===== src/rtl/axis_stream_monitor_pkg.sv =====
// Shared definitions for the AXI4-Stream monitor: Wishbone register map,
// identification word and the frame-tracking state type.
package axis_stream_monitor_pkg;

    localparam logic [7:0] REG_FRAMES     = 8'h00;
    localparam logic [7:0] REG_BAD_FRAMES = 8'h01;
    localparam logic [7:0] REG_RUNTS      = 8'h02;
    localparam logic [7:0] REG_BYTES_LO   = 8'h03;
    localparam logic [7:0] REG_BYTES_HI   = 8'h04;
    localparam logic [7:0] REG_MAX_LEN    = 8'h05;
    localparam logic [7:0] REG_STALLS     = 8'h06;
    localparam logic [7:0] REG_STALL_FLAG = 8'h07;
    localparam logic [7:0] REG_ID         = 8'h08;

    // ASCII "STM1"
    localparam logic [31:0] MON_ID = 32'h5354_4D31;

    typedef enum logic {
        IDLE     = 1'b0,
        IN_FRAME = 1'b1
    } mon_state_t;

endpackage


===== src/rtl/axis_stream_monitor_keep_popcount.sv =====
// Counts the set bits of a tkeep vector (number of valid bytes in a beat).
// Ports:
//   keep   in   KEEP_WIDTH    byte enables
//   count  out  COUNT_WIDTH   number of ones in keep
module axis_stream_monitor_keep_popcount #(
    parameter int KEEP_WIDTH  = 16,
    parameter int COUNT_WIDTH = $clog2(KEEP_WIDTH) + 1
) (
    input  logic [KEEP_WIDTH-1:0]  keep,
    output logic [COUNT_WIDTH-1:0] count
);

    always_comb begin
        count = '0;
        for (int i = 0; i < KEEP_WIDTH; i++) begin
            count = count + COUNT_WIDTH'(keep[i]);
        end
    end

endmodule


===== src/rtl/axis_stream_monitor.sv =====
// Zero-latency AXI4-Stream pass-through that gathers frame statistics
// (frames, FCS-bad frames, runts, bytes, max frame length, stall events)
// and exposes them as read-only Wishbone registers.
// Ports:
//   clk, rst                      clock, synchronous active-high reset
//   s_t* / s_tready               upstream stream (s_tready = m_tready)
//   m_t* / m_tready               downstream stream (m_t* = s_t*)
//   wb_adr/dat_i/dat_o/we/stb/cyc/ack   Wishbone classic register port
//
// state    | meaning
// ---------+------------------------------------------------
// IDLE     | between frames; next accepted beat starts a frame
// IN_FRAME | at least one non-last beat of a frame accepted
module axis_stream_monitor
    import axis_stream_monitor_pkg::*;
#(
    parameter int DATA_WIDTH    = 128,
    parameter int CNT_WIDTH     = 32,
    parameter int LEN_WIDTH     = 16,
    parameter int RUNT_BYTES    = 64,
    parameter int STALL_TIMEOUT = 1024,
    localparam int KEEP_WIDTH   = DATA_WIDTH / 8
) (
    input  logic                  clk,
    input  logic                  rst,
    input  logic [DATA_WIDTH-1:0] s_tdata,
    input  logic [KEEP_WIDTH-1:0] s_tkeep,
    input  logic                  s_tvalid,
    input  logic                  s_tlast,
    input  logic                  s_tuser,
    output logic                  s_tready,
    output logic [DATA_WIDTH-1:0] m_tdata,
    output logic [KEEP_WIDTH-1:0] m_tkeep,
    output logic                  m_tvalid,
    output logic                  m_tlast,
    output logic                  m_tuser,
    input  logic                  m_tready,
    input  logic [7:0]            wb_adr,
    input  logic [31:0]           wb_dat_i,
    output logic [31:0]           wb_dat_o,
    input  logic                  wb_we,
    input  logic                  wb_stb,
    input  logic                  wb_cyc,
    output logic                  wb_ack
);

    localparam int PC_WIDTH = $clog2(KEEP_WIDTH) + 1;
    localparam int ST_WIDTH = $clog2(STALL_TIMEOUT + 1);

    assign m_tdata  = s_tdata;
    assign m_tkeep  = s_tkeep;
    assign m_tvalid = s_tvalid;
    assign m_tlast  = s_tlast;
    assign m_tuser  = s_tuser;
    assign s_tready = m_tready;

    logic [PC_WIDTH-1:0] keep_cnt;

    axis_stream_monitor_keep_popcount #(
        .KEEP_WIDTH  (KEEP_WIDTH),
        .COUNT_WIDTH (PC_WIDTH)
    ) u_popcount (
        .keep  (s_tkeep),
        .count (keep_cnt)
    );

    mon_state_t             state_q, state_d;
    logic [LEN_WIDTH-1:0]   len_acc_q, len_acc_d;
    logic [CNT_WIDTH-1:0]   frames_q, frames_d;
    logic [CNT_WIDTH-1:0]   bad_frames_q, bad_frames_d;
    logic [CNT_WIDTH-1:0]   runts_q, runts_d;
    logic [2*CNT_WIDTH-1:0] bytes_q, bytes_d;
    logic [LEN_WIDTH-1:0]   max_len_q, max_len_d;
    logic [CNT_WIDTH-1:0]   stalls_q, stalls_d;
    logic                   stall_flag_q, stall_flag_d;
    logic [ST_WIDTH-1:0]    stall_ctr_q, stall_ctr_d;
    logic [CNT_WIDTH-1:0]   bytes_hi_q, bytes_hi_d;
    logic                   wb_ack_q, wb_ack_d;
    logic [31:0]            wb_dat_q, wb_dat_d;

    logic                   beat, stall, stall_evt;
    logic                   wb_req, clear;
    logic [LEN_WIDTH:0]     len_sum;
    logic [LEN_WIDTH-1:0]   final_len;
    logic [2*CNT_WIDTH:0]   bytes_sum;
    logic [31:0]            rd_data;
    logic                   unused_wb_dat;

    assign unused_wb_dat = ^wb_dat_i[31:1];

    assign beat   = s_tvalid && m_tready;
    assign stall  = s_tvalid && !m_tready;
    // The counter parks at STALL_TIMEOUT, so the compare fires once per episode.
    assign stall_evt = stall && (stall_ctr_q == ST_WIDTH'(STALL_TIMEOUT - 1));

    assign wb_req = wb_cyc && wb_stb && !wb_ack_q;
    assign clear  = wb_req && wb_we && (wb_adr == REG_STALL_FLAG) && wb_dat_i[0];

    assign len_sum   = {1'b0, len_acc_q} + (LEN_WIDTH + 1)'(keep_cnt);
    assign final_len = len_sum[LEN_WIDTH] ? '1 : len_sum[LEN_WIDTH-1:0];
    assign bytes_sum = {1'b0, bytes_q} + (2 * CNT_WIDTH + 1)'(keep_cnt);

    always_comb begin
        state_d      = state_q;
        len_acc_d    = len_acc_q;
        frames_d     = frames_q;
        bad_frames_d = bad_frames_q;
        runts_d      = runts_q;
        bytes_d      = bytes_q;
        max_len_d    = max_len_q;
        stalls_d     = stalls_q;
        stall_flag_d = stall_flag_q;
        stall_ctr_d  = stall_ctr_q;

        case (state_q)
            IDLE:     if (beat && !s_tlast) state_d = IN_FRAME;
            IN_FRAME: if (beat && s_tlast)  state_d = IDLE;
        endcase

        if (beat) begin
            bytes_d = bytes_sum[2*CNT_WIDTH] ? '1 : bytes_sum[2*CNT_WIDTH-1:0];
            if (s_tlast) begin
                len_acc_d = '0;
                if (frames_q != '1) frames_d = frames_q + CNT_WIDTH'(1);
                if (s_tuser && bad_frames_q != '1) bad_frames_d = bad_frames_q + CNT_WIDTH'(1);
                if (int'(final_len) < RUNT_BYTES && runts_q != '1) runts_d = runts_q + CNT_WIDTH'(1);
                if (final_len > max_len_q) max_len_d = final_len;
            end else begin
                len_acc_d = final_len;
            end
        end

        if (!stall) begin
            stall_ctr_d = '0;
        end else if (stall_ctr_q != ST_WIDTH'(STALL_TIMEOUT)) begin
            stall_ctr_d = stall_ctr_q + ST_WIDTH'(1);
        end

        if (stall_evt) begin
            if (stalls_q != '1) stalls_d = stalls_q + CNT_WIDTH'(1);
            stall_flag_d = 1'b1;
        end

        // Clear overrides any event landing in the same cycle.
        if (clear) begin
            len_acc_d    = '0;
            frames_d     = '0;
            bad_frames_d = '0;
            runts_d      = '0;
            bytes_d      = '0;
            max_len_d    = '0;
            stalls_d     = '0;
            stall_flag_d = 1'b0;
        end
    end

    always_ff @(posedge clk) begin
        if (rst) begin
            state_q      <= IDLE;
            len_acc_q    <= '0;
            frames_q     <= '0;
            bad_frames_q <= '0;
            runts_q      <= '0;
            bytes_q      <= '0;
            max_len_q    <= '0;
            stalls_q     <= '0;
            stall_flag_q <= 1'b0;
            stall_ctr_q  <= '0;
        end else begin
            state_q      <= state_d;
            len_acc_q    <= len_acc_d;
            frames_q     <= frames_d;
            bad_frames_q <= bad_frames_d;
            runts_q      <= runts_d;
            bytes_q      <= bytes_d;
            max_len_q    <= max_len_d;
            stalls_q     <= stalls_d;
            stall_flag_q <= stall_flag_d;
            stall_ctr_q  <= stall_ctr_d;
        end
    end

    always_comb begin
        rd_data = '0;
        case (wb_adr)
            REG_FRAMES:     rd_data[CNT_WIDTH-1:0] = frames_q;
            REG_BAD_FRAMES: rd_data[CNT_WIDTH-1:0] = bad_frames_q;
            REG_RUNTS:      rd_data[CNT_WIDTH-1:0] = runts_q;
            REG_BYTES_LO:   rd_data[CNT_WIDTH-1:0] = bytes_q[CNT_WIDTH-1:0];
            REG_BYTES_HI:   rd_data[CNT_WIDTH-1:0] = bytes_hi_q;
            REG_MAX_LEN:    rd_data[LEN_WIDTH-1:0] = max_len_q;
            REG_STALLS:     rd_data[CNT_WIDTH-1:0] = stalls_q;
            REG_STALL_FLAG: rd_data[0]             = stall_flag_q;
            REG_ID:         rd_data                = MON_ID;
            default:        rd_data                = '0;
        endcase
    end

    always_comb begin
        wb_ack_d   = wb_req;
        wb_dat_d   = wb_req ? rd_data : '0;
        bytes_hi_d = bytes_hi_q;
        // Reading the low word snapshots the high word for a coherent 64-bit read.
        if (wb_req && !wb_we && wb_adr == REG_BYTES_LO) bytes_hi_d = bytes_q[2*CNT_WIDTH-1:CNT_WIDTH];
        if (clear) bytes_hi_d = '0;
    end

    always_ff @(posedge clk) begin
        if (rst) begin
            wb_ack_q   <= 1'b0;
            wb_dat_q   <= '0;
            bytes_hi_q <= '0;
        end else begin
            wb_ack_q   <= wb_ack_d;
            wb_dat_q   <= wb_dat_d;
            bytes_hi_q <= bytes_hi_d;
        end
    end

    assign wb_ack   = wb_ack_q;
    assign wb_dat_o = wb_dat_q;

endmodule


===== config.mk =====
export PLATFORM = sky130hd
export DESIGN_NAME = axis_stream_monitor
export DESIGN_NICKNAME = d
export VERILOG_FILES = /design/src/rtl/axis_stream_monitor_pkg.sv /design/src/rtl/axis_stream_monitor_keep_popcount.sv /design/src/rtl/axis_stream_monitor.sv
export SDC_FILE = /design/constraint.sdc
export NUM_CORES = 1
export LEC_CHECK = 0
export CAP_MARGIN = 20
export CORE_ASPECT_RATIO = 0.75
export CORE_UTILIZATION = 30
export DETAILED_ROUTE_END_ITERATION = 7
export SLEW_MARGIN = 20
export SYNTH_ARGS = -nofsm -noshare
export SYNTH_HDL_FRONTEND = slang
export SYNTH_HIERARCHICAL = 1
export SYNTH_SLANG_ARGS = --single-unit
export TNS_END_PERCENT = 50

===== constraint.sdc =====
create_clock -name clk -period 9.3 [get_ports clk]
set_input_delay 1.86 -clock clk [delete_from_list [all_inputs] [get_ports clk]]
set_output_delay 1.86 -clock clk [all_outputs]
set_load 0.1 [all_outputs]

==> reports/qor.yml <==
status:
  status: "complete, but fails checks"
  failed_checks: "DRC"
timing:
  grt_setup_unrepaired: "no"
  finalSetupViolCount: 0
  tns_ps: 0
  hold_violations: 0
  finalMaxSlewViolations: 0
  slew_headroom_pct: 24.24
  fmax_ghz: 0.1180
  fin_crit_sh_pct: 91.16
  worst_slew_pin_slew_ps: 1131
  fin_skew_ps: 25.71
  post-route-min-period_ps: 8478
placed_design:
  place_area_um2: 17190
  dp_hpwl_mm: 38.50
  routabilityCongestion: 0.9249
  portBuffers: 86
die:
  initial_utilization_pct: 30.53
  ios: 374
  die_area_um2: 56740
  core_um2: 54810
  die_w_um: 274.7
  rows: 74
  die_y_um: 206.5
finish:
  syn_to_final_growth_pct: 10.25
  n_fill_cell: 5751
  final_cell_area_um2: 18450
  drive_above_1_share_pct: 5.665
  nNetsFinal: 2192
pwr:
  vdd_drop_max_mv: 0.09715
  power_density_nw_per_um2: 184.3
  leakagePower_uw: 0.006010
worst_setup_path:
  r2r-end: "max_len_q[4]$_SDFFE_PP0P_"
  worstSetupPathType: "input port to register"
  cp_max_fo: 12
  cp_top_family: "adder cells"
  cp.required_ps: 9760
  max_stage_delay_ps: 560
  reg2regPathDepth: 14
  rr_startpoint: "len_acc_q[0]$_SDFFE_PP0P_"
  reg2reg_slack_ps: 5060
  critPathCaptureType: "register"
  critical_path_arrival_ps: 8940
  crit_top_cell: "fa_1"
  crit_path_start_kind: "input port"
  path_buf_inv: 5
  cpMaxStageDelayCell: "fa_1"
yosys:
  ys_warn_count: 6
  synth_seq_cells: 301
  avgSynthCellArea_um2: 8.111
  synth.most_common_cell: "dfxtp_1"
  yosys-top-cells-count: "301 x dfxtp_1, 245 x nand2_1, 167 x nor2_1"
  synth-edff-count: 0
  synthCells: 2063
  yosys.area.top_type: "dfxtp_1"
  ys_seq_area_share_pct: 36.01
  netlist_area_um2: 16730
  synth_top_area_share_pct: 36.01
  synth.distinct_cells: 69
  synth_nets: 2305
  synth_area_leaders: "dfxtp_1 36%, buf_4 6.7%, nand2_1 5.5%, xnor2_1 3.8%, nor2_1 3.7%"
  ys.flop_type: "dfxtp_1"
  ys_async_sr_fraction_pct: 0
min_path:
  worstHoldPathType: "register to register"
  worstHoldStart: "max_len_q[3]$_SDFFE_PP0P_"
  holdPathStages: 2
  hold_end: "max_len_q[3]$_SDFFE_PP0P_"
clocking:
  cts.repair.resized: 0
  cts_buffer_depth: 3
  clock_latency_ps: 550
  clkTransAtPathRegs_ps: 50
  holdBufCountCts: 0
  cts.sinks: 301
  numCtsBuffers: 36
  root_buffer: "clkbuf_16"
  postCtsSetupBuffers: 0
  cts_tree: "built"
  htreeDepth: 2
global_routing:
  gr-usage-all-layers_pct: 18.18
  grt_pass1_wl_mm: 80.01
  grt_antenna_before_repair: 2
  grt_overflow_total: 0
  grt_max_degree: 127
  grt_pass1_vias: 13410
route:
  drcViolationCount: 12
  vias: 14930
  viasPerCell: 5.527
  drt-pass1-iter-count: 8
  wire_per_inst_um: 19.39
  drt_wl_total_mm: 52.38
  ant_nets: 0
  drt_iter0_markers: 1646
flow_run:
  drv_cap: 0
through the flow:
stage                     setup slack (ps)  power, uW  hold WS (ps)  cells  utilization (%)
after CTS                            889.2       3422         454.8   2699            33.63
after global placement               450.0       1921         443.0   2634            31.36
final                                821.8       3399         453.6   2701            33.66
after global routing                 431.5       3553         465.0   2699            33.65
after floorplan                       1018       2056         434.7   2063                -
after detailed placement             361.1       1939         447.2   2634            31.37
cell type report:
cell class / instances / area (um^2) / area share, %
clock buffers: 49 / 1051 / 5.697
well taps: 722 / 903.4 / 4.897
inverters: 70 / 262.8 / 1.424
clock inverters: 16 / 187.7 / 1.017
diodes: 2 / 5.005 / 0.02713
repair buffers: 108 / 1039 / 5.629
multi-input cells: 1433 / 8975 / 48.65
flip-flops and latches: 301 / 6026 / 32.66
how the worst max path moves through the flow:
stage,start,to,slack [ps],depth (start not counted)
final,s_tkeep[0],max_len_q[4]$_SDFFE_PP0P_,820,25
after global routing,s_tkeep[0],max_len_q[7]$_SDFFE_PP0P_,430,24
after CTS,s_tkeep[0],max_len_q[8]$_SDFFE_PP0P_,890,25
after detailed placement,s_tkeep[0],max_len_q[8]$_SDFFE_PP0P_,360,25
after global placement,s_tkeep[0],max_len_q[14]$_SDFFE_PP0P_,450,24
after floorplan,s_tkeep[0],max_len_q[10]$_SDFFE_PP0P_,1020,22
power by group:
part           switching, uW  total (uW)  internal [uW]
Combinational            356         595            240
Sequential              14.7        1320           1300
Clock                    582        1490            904
Total                    952        3400           2450
cell usage in the layout (no fill, tap or decap), types with 8 or more instances in the layout:
cell type | synthesis | final
a21o_1 | 8 | 8
clkdlybuf4s50_1 | 0 | 86
nor3_1 | 61 | 57
o31ai_1 | 11 | 11
a22oi_1 | 83 | 83
nand3_1 | 83 | 83
nor4_1 | 33 | 32
or3_1 | 46 | 46
or4_1 | 13 | 13
nand2_1 | 245 | 244
dfxtp_1 | 301 | 301
and3_1 | 33 | 33
a31oi_1 | 40 | 40
xor2_1 | 70 | 70
nor2_1 | 167 | 164
clkbuf_8 | 0 | 8
a21oi_1 | 120 | 120
fa_1 | 12 | 12
nor2b_1 | 9 | 9
buf_4 | 149 | 21
and4_1 | 32 | 32
a221oi_1 | 10 | 9
clkbuf_16 | 0 | 37
o21ai_0 | 38 | 38
mux2i_1 | 37 | 37
clkinv_2 | 0 | 10
inv_1 | 70 | 70
and2_1 | 19 | 19
xnor2_1 | 73 | 73
ha_1 | 37 | 37
nand4_1 | 57 | 57
cells by family (layout without fill, tap and decap cells):
family / Yosys count / count (layout) / share of synthesized area, %
simple gates: 824 / 824 / 24.38
compound gates: 378 / 378 / 14.83
buf+inv: 329 / 243 / 10.75
flops: 301 / 301 / 36.01
xor+xnor: 143 / 143 / 7.485
fa+ha+maj: 49 / 49 / 4.202
mux: 39 / 39 / 2.348
other cells: 0 / 2 / 0
metal layers:
metal,up-vias,track usage (%),part of all wire [%]
met1,7200,27.38,48
met5,-,0,0.025
met3,70,4.014,9.4
met2,687,25.67,41
li1,6969,-,-
met4,2,4.623,2.2
worst reg2reg max path: stages (launching register included):
cell       delay [ps]
dfxtp_1           310
ha_1              220
fa_1              460
a21oi_2           220
a2bb2oi_1         500
or3_4             250
xor2_1            150
nand2_1           120
ha_1              340
nand4_1           170
nor3_1            400
o21ai_0           200
a221oi_2          340
buf_4             300
mux2i_1           200
sequential cells by signal, indices dropped and copies added, names as in the netlist:
| register | cells |
|---|---|
| stall_ctr_q | 11 |
| wb_ack | 1 |
| len_acc_q | 16 |
| frames_q | 32 |
| stalls_q | 32 |
| runts_q | 32 |
| wb_dat_o | 32 |
| max_len_q | 16 |
| bytes_q | 64 |
| bad_frames_q | 32 |
| bytes_hi_q | 32 |
| stall_flag_q | 1 |
Note: power is estimated with default switching activity, not from simulation.
